## src/rtl/async_fifo_if.sv

```systemverilog
// ============================================================================
// async_fifo_if : producer/consumer handshake bundle for async_fifo
// Revision 1.0
// ============================================================================
`default_nettype none

interface async_fifo_if #(
    parameter int WIDTH = 8
);
    logic             wr_en;
    logic             rd_en;
    logic [WIDTH-1:0] wr_data;
    logic [WIDTH-1:0] rd_data;
    logic             empty;
    logic             full;
    logic             error;

    modport master (
        output wr_en, rd_en, wr_data,
        input  rd_data, empty, full, error
    );

    modport slave (
        input  wr_en, rd_en, wr_data,
        output rd_data, empty, full, error
    );
endinterface

`default_nettype wire

```

## src/rtl/async_fifo.sv

```systemverilog
// ============================================================================
// async_fifo : single-clock FIFO with registered read data and error pulse
// Revision 1.0
// ============================================================================
`default_nettype none

module async_fifo #(
    parameter int WIDTH     = 8,
    parameter int DEPTH     = 16,
    parameter int PTR_WIDTH = 4
) (
    input  wire logic   clk,
    input  wire logic   rst_n,
    async_fifo_if.slave bus
);
    logic [WIDTH-1:0]   mem [DEPTH];
    logic [PTR_WIDTH:0] r_wp;
    logic [PTR_WIDTH:0] r_rp;
    logic [WIDTH-1:0]   r_rd_data;
    logic               r_error;

    logic               w_empty;
    logic               w_full;
    logic               w_wr_ok;
    logic               w_rd_ok;
    logic               w_reject;

    // Extra MSB on each pointer separates "full" from "empty" when addresses match.
    assign w_empty  = (r_wp == r_rp);
    assign w_full   = (r_wp[PTR_WIDTH-1:0] == r_rp[PTR_WIDTH-1:0]) &&
                      (r_wp[PTR_WIDTH] != r_rp[PTR_WIDTH]);
    assign w_wr_ok  = bus.wr_en && !w_full;
    assign w_rd_ok  = bus.rd_en && !w_empty;
    assign w_reject = (bus.wr_en && w_full) || (bus.rd_en && w_empty);

    always_ff @(posedge clk) begin
        if (rst_n && w_wr_ok) begin
            mem[r_wp[PTR_WIDTH-1:0]] <= bus.wr_data;
        end
    end

    always_ff @(posedge clk) begin
        if (!rst_n) begin
            r_wp      <= '0;
            r_rp      <= '0;
            r_rd_data <= '0;
            r_error   <= 1'b0;
        end else begin
            r_error <= w_reject;
            if (w_wr_ok) begin
                r_wp <= r_wp + 1'b1;
            end
            if (w_rd_ok) begin
                r_rd_data <= mem[r_rp[PTR_WIDTH-1:0]];
                r_rp      <= r_rp + 1'b1;
            end
        end
    end

    assign bus.rd_data = r_rd_data;
    assign bus.empty   = w_empty;
    assign bus.full    = w_full;
    assign bus.error   = r_error;
endmodule

`default_nettype wire

```

## src/flat_wrapper.sv

```systemverilog
// flat-port wrapper written by rule: the top's interface ports become plain ports
module async_fifo_flat 
#(
    parameter int WIDTH     = 8,
    parameter int DEPTH     = 16,
    parameter int PTR_WIDTH = 4
)
  (clk, rst_n, bus_wr_en, bus_rd_en, bus_wr_data, bus_rd_data, bus_empty, bus_full, bus_error);
  async_fifo_if #(.WIDTH(WIDTH)) bus_i ();
  input  wire logic clk;
  input  wire logic rst_n;
  input wire logic [$bits(bus_i.wr_en)-1:0] bus_wr_en;
  input wire logic [$bits(bus_i.rd_en)-1:0] bus_rd_en;
  input wire logic [$bits(bus_i.wr_data)-1:0] bus_wr_data;
  output wire logic [$bits(bus_i.rd_data)-1:0] bus_rd_data;
  output wire logic [$bits(bus_i.empty)-1:0] bus_empty;
  output wire logic [$bits(bus_i.full)-1:0] bus_full;
  output wire logic [$bits(bus_i.error)-1:0] bus_error;
  assign bus_i.wr_en = bus_wr_en;
  assign bus_i.rd_en = bus_rd_en;
  assign bus_i.wr_data = bus_wr_data;
  assign bus_rd_data = bus_i.rd_data;
  assign bus_empty = bus_i.empty;
  assign bus_full = bus_i.full;
  assign bus_error = bus_i.error;
  async_fifo #(.WIDTH(WIDTH), .DEPTH(DEPTH), .PTR_WIDTH(PTR_WIDTH)) u_core (.clk(clk), .rst_n(rst_n), .bus(bus_i));
endmodule
```

## config.mk

```make
export PLATFORM = sky130hd
export DESIGN_NAME = async_fifo_flat
export DESIGN_NICKNAME = d
export VERILOG_FILES = /design/src/rtl/async_fifo_if.sv /design/src/rtl/async_fifo.sv /design/src/flat_wrapper.sv
export SDC_FILE = /design/constraint.sdc
export NUM_CORES = 1
export LEC_CHECK = 0
export CORE_UTILIZATION = 54
export CTS_CLUSTER_SIZE = 30
export DETAILED_ROUTE_END_ITERATION = 16
export DONT_BUFFER_PORTS = 1
export PLACE_DENSITY = 0.72
export REMOVE_ABC_BUFFERS = 1
export SKIP_LAST_GASP = 1
export SLEW_MARGIN = 20
export SYNTH_ARGS = -nofsm -noshare
export SYNTH_HDL_FRONTEND = slang
export SYNTH_SLANG_ARGS = --single-unit
```

## constraint.sdc

```tcl
create_clock -name clk -period 2.09 [get_ports clk]
set_input_delay 0.418 -clock clk [delete_from_list [all_inputs] [get_ports clk]]
set_output_delay 0.418 -clock clk [all_outputs]
set_load 0.005 [all_outputs]
```

======== Word-level counts from Yosys, hierarchy flattened ========
Memories as Yosys holds them, arrays and structs flattened. A register that Yosys moved wholly into a read port is not among the register bits.
Cells that the tools add are included.
storage, ports and cells
  bits in registers ....................... 11
  latch bits .............................. 0
  RAM bits ................................ 128
  ROM bits ................................ 0
  bits of input ports ..................... 12
  output and inout bits ................... 11
  memories kept ........................... 1
operators by class
  $add $sub $neg .......................... 2
  multipliers ............................. 0
  div/mod/pow operators ................... 0
  magnitude comparators ................... 0
  equality and inequality tests ........... 3
  shifts and indexed selects .............. 0
  muxes and demuxes ....................... 2
  bitwise logic cells ..................... 0
  reduce and logical (&&, ||, !) cells .... 10
memory list
  memory      words  bits a word  rd ports  clocked after memory_dff  write ports  line              source
  u_core.mem  16     8            1         1                         1            async_fifo.sv:16  logic [WIDTH-1:0] mem [DEPTH];
operators by type and width
  operator                                     count
  adder 5 x 1 -> 5 bit, second input constant  2
  logical AND 1 bit                            6
  == test 5 bit                                1
  == test 4 bit                                1
  logical NOT 1 bit                            3
  two-way mux 1 bit                            2
  logical OR 1 bit                             1
  != test 1 bit                                1

======== Logic depth before layout (Yosys ltp) ========
  depth in word-level cells ............... 7
  mapped depth ............................ 8
  mapped depth without buffers ............ 5

======== Least setup slack after synthesis ========
Ideal clock, no wire load.
  path kind ............................... register to register
  start ................................... reg u_core.r_wp[4]
  end ..................................... mem u_core.mem[0][0], enable pin
  setup time .............................. 0.395 ns
  data arrival time ....................... 1.876 ns
  slack ................................... -0.181 ns
  stages on the path, launching flop included .. 5
  path buffers ............................ 1
  clock period less this slack ............ 2.271 ns
  cells stage by stage .................... dfxtp_1 xnor2_1 o21ai_4 buf_6 nor4_1
between the ends
  word-level cells in the longest chain between the ends .. 7
ends and longest elaborated chain
  element                                  line              source
  start, declared                          async_fifo.sv:17  logic [PTR_WIDTH:0] r_wp;
  start signal, assigned                   async_fifo.sv:51  r_wp <= r_wp + 1'b1;
  != test 1 bit                            async_fifo.sv:31  (r_wp[PTR_WIDTH] != r_rp[PTR_WIDTH]);
  logical AND 1 bit                        async_fifo.sv:30  assign w_full = (r_wp[PTR_WIDTH-1:0] == r_rp[PTR_WIDTH-1:0]) &&
  logical NOT 1 bit                        async_fifo.sv:32  assign w_wr_ok = bus.wr_en && !w_full;
  logical AND 1 bit                        async_fifo.sv:32
  logical AND 1 bit                        async_fifo.sv:37  if (rst_n && w_wr_ok) begin
  two-way mux 1 bit                        async_fifo.sv:37
  two-way mux 1 bit (not written as such)  async_fifo.sv:38  mem[r_wp[PTR_WIDTH-1:0]] <= bus.wr_data;
  end, declared                            async_fifo.sv:16
No other way between the ends.

======== Final worst setup path ========
  start ................................... reg u_core.r_rp[3]
  end ..................................... out bus_empty
between the ends
  word-level cells in the longest chain between the ends .. 1
ends and longest elaborated chain
  element                 line                source
  start, declared         async_fifo.sv:18    logic [PTR_WIDTH:0] r_rp;
  start signal, assigned  async_fifo.sv:55    r_rp <= r_rp + 1'b1;
  == test 5 bit           async_fifo.sv:29    assign w_empty = (r_wp == r_rp);
  end, declared           flat_wrapper.sv:16  output wire logic [$bits(bus_i.empty)-1:0] bus_empty;
No other way between the ends.

==> impl_metrics.yaml <==
grt:
  grt_max_degree: 43
  grt_antenna_before_repair: 0
  use_met3_pct: 5.29
  grt_pass1_vias: 3224
  met1_usage_pct: 28.0
  grt_pass1_wl_um: 17800
  grt_usage_pct: 21.8
  gr-total-overflow: 0
  use_met2_pct: 36.1
  grt_busiest_layer: "met2"
worst_setup_path:
  cp.arrival_ns: 1.60
  crit_path_top_delay_cell: "dfxtp_1"
  required_ns: 1.67
  timing.reg2reg.setup_slack_ns: 0.20
  r2r_start: "u_core.r_wp[4]"
  reg2reg_to: "u_core.mem[9][6]"
  critical-path-top-delay-family: "flip-flops"
  crit_path_end_kind: "output port"
  path_class: "flip-flop to output port"
  crit_path_cell_trace: "xnor2_1, nand4_4, buf_4, nor2_1"
  crit_fanout: 7
  slowest_delay_ns: 0.34
  critPathLaunchType: "flip-flop"
  path_buf_inv: 1
  ff2ff_path_depth: 5
cells_and_area:
  mostFrequentLayoutCells: "128 x edfxtp_1, 27 x buf_4, 24 x mux4_2"
  drive_above_1_share_pct: 27.9
  multi_input_area_um2: 1590
  fillers: 698
  seq_area_um2: 4230
  diodes: 0
  syn2layout_area_growth_pct: 16.1
  final_common_cell: "edfxtp_1"
  nets: 394
  utilization_pct: 65.6
timing:
  rsz0062_at_grt: "no"
  slew_violations: 0
  layout_min_cycle_time_ns: 2.02
  fmax_mhz: 496
  fin_crit_sh_pct: 96.5
  hold_slack_ns: 0.0247
  setup_ws_ns: 0.0722
  slew_headroom_pct: 59.0
  worstMarginPinSlew_ns: 0.614
  hold_viol: 0
  setup_violations: 0
  skew_ns: 0.00528
yosys:
  synth_edf_count: 128
  synth_cell_types: 41
  synth_seq_cells: 147
  synth_xor_area_share_pct: 1.73
  yosysSeqAreaShare_pct: 71.2
  netlist_instances: 341
  yosys.area_share.simple_pct: 5.80
  synth_warnings: 0
  synth-compound-area-share_pct: 5.50
  ys_async_sr_fraction_pct: 0
  muxShareOfSynthArea_pct: 12.7
  syn_area_um2: 5930
  synth_top_family_by_area: "multiplexers"
  synth_area_per_cell_um2: 17.4
  synth-main-ff-cell: "edfxtp_1"
  synth_adder_area_share_pct: 1.05
place:
  hpwlAfterDp_um: 7080
  dp_slack_ns: 0.236
  port-buffer-count: 0
  globalplace.congestion: 0.790
worst_hold_path:
  hold-path-endpoint: "u_core.r_wp[3]"
  whs_path_depth: 1
  min_from: "rst_n"
  worstHoldPathType: "input pin to flip-flop"
cts:
  cts.sinks: 147
  cts.clk_slew.worst_paths_ns: 0.06
  clockRootBuffer: "clkbuf_8"
  post_cts_buffers: 0
  htreeDepth: 4
  cts_tree: "yes"
  numCtsBuffers: 17
  clk_latency_ns: 0.52
  cts_buffer_depth: 2
floorplanning:
  start_util_pct: 56.5
  ioPinCount: 23
  num_rows: 37
  die_x_um: 107
  die_y_um: 107
  dieArea_um2: 11400
  core_area_um2: 10500
drt:
  dr_total_vias: 3143
  dr.first_iter.drc_count: 248
  drc_errors: 0
  drt_wl_total_um: 11200
  final_antenna_net_count: 0
  via_per_inst: 5.98
  firstDrtPassIters: 5
  wl_per_cell_um: 21.3
outcome:
  status: "completed"
power:
  vdd_drop_max_mv: 0.688
  leakage_nw: 2.22
  power.total_mw: 6.80
  power_density_nw_per_um2: 987
flow_run:
  drv_cap: 0
==> kinds of logic (layout without fill, tap and decap cells) <==
family,Yosys count,count (layout)
XOR/XNOR,10,10
flip-flops,147,147
AO/OA/AOI/OAI,52,52
AND/OR/NAND/NOR,62,62
multiplexers,43,43
buffers and inverters,22,71
adder cells (fa/ha/maj),5,5
==> synth_stat cells, types with 4 or more instances <==
cell type	instances	area share [%]
and2_1	4	0.42
mux4_2	24	9.1
nor2_1	10	0.63
ha_1	5	1.1
buf_2	11	0.93
a21oi_1	16	1.3
edfxtp_1	128	65
o22ai_1	8	0.84
nand2_1	10	0.63
clkbuf_1	4	0.25
nor4_1	4	0.42
o21ai_0	8	0.67
xnor2_1	7	1.0
dfxtp_1	19	6.4
nor3_1	13	1.1
nor2b_1	9	0.95
mux2_2	16	3.0
a211oi_1	8	1.0
==> state kept, by name (all words and copies together), names as in the netlist <==
signal,count
u_core.bus.rd_data,8
u_core.r_rp,5
u_core.r_wp,5
u_core.mem,128
u_core.bus.error,1
==> power by group <==
| part | internal [mW] | switching, mW |
|---|---|---|
| clock network | 1.72 | 1.16 |
| registers | 3.26 | 0.0480 |
| logic | 0.267 | 0.352 |
| total | 5.24 | 1.56 |
==> per-stage QoR <==
step	setup TNS (ns)	cell area (µm²)	cells
after floorplan	-129.20	5820	321
final	0	6890	526
after detailed placement	0	6230	486
after CTS	0	6890	526
after global placement	0	6230	486
after global routing	0	6890	526
==> what timing repair did <==
action,in CTS,in global routing
setup endpoints to repair,0,2
hold buffers,8,0
gates resized for setup,0,1
hold endpoints to repair,128,0
==> layout make-up <==
class	instances	share of cell area [%]
inverters	2	0.109
flip-flops and latches	147	61.4
well taps	136	2.47
multi-input cells	172	23.0
clock buffers	19	6.12
repair buffers	37	4.68
clock inverters	13	2.23
==> routing by layer <==
| layer | part of all wire [%] | wire length (µm) |
|---|---|---|
| met5 | 0 | 0 |
| met3 | 6.2 | 698 |
| met2 | 52 | 5820 |
| met1 | 40 | 4510 |
| met4 | 1.5 | 173 |
==> worst reg2reg max path, cell delays in order, from the launching register on <==
cell     delay (ns)
dfxtp_1        0.35
xnor2_1        0.33
o21ai_4        0.14
or3b_1         0.42
nor2_1         0.15
buf_4          0.21
==> worst max path at each step <==
stage | start | depth (start not counted) | to | slack, ns
2_1_floorplan | u_core.r_rp[2] | 4 | u_core.mem[0][0] | -1.08
3_3_place_gp | u_core.r_rp[1] | 5 | u_core.bus.rd_data[5] | 0.26
3_5_place_dp | u_core.r_wp[4] | 5 | u_core.mem[9][0] | 0.24
4_1_cts | u_core.r_rp[3] | 4 | bus_empty | 0.04
5_1_grt | u_core.r_rp[0] | 4 | bus_empty | 0.007
6_report | u_core.r_rp[3] | 4 | bus_empty | 0.07
(Power assumes the default switching activity.)
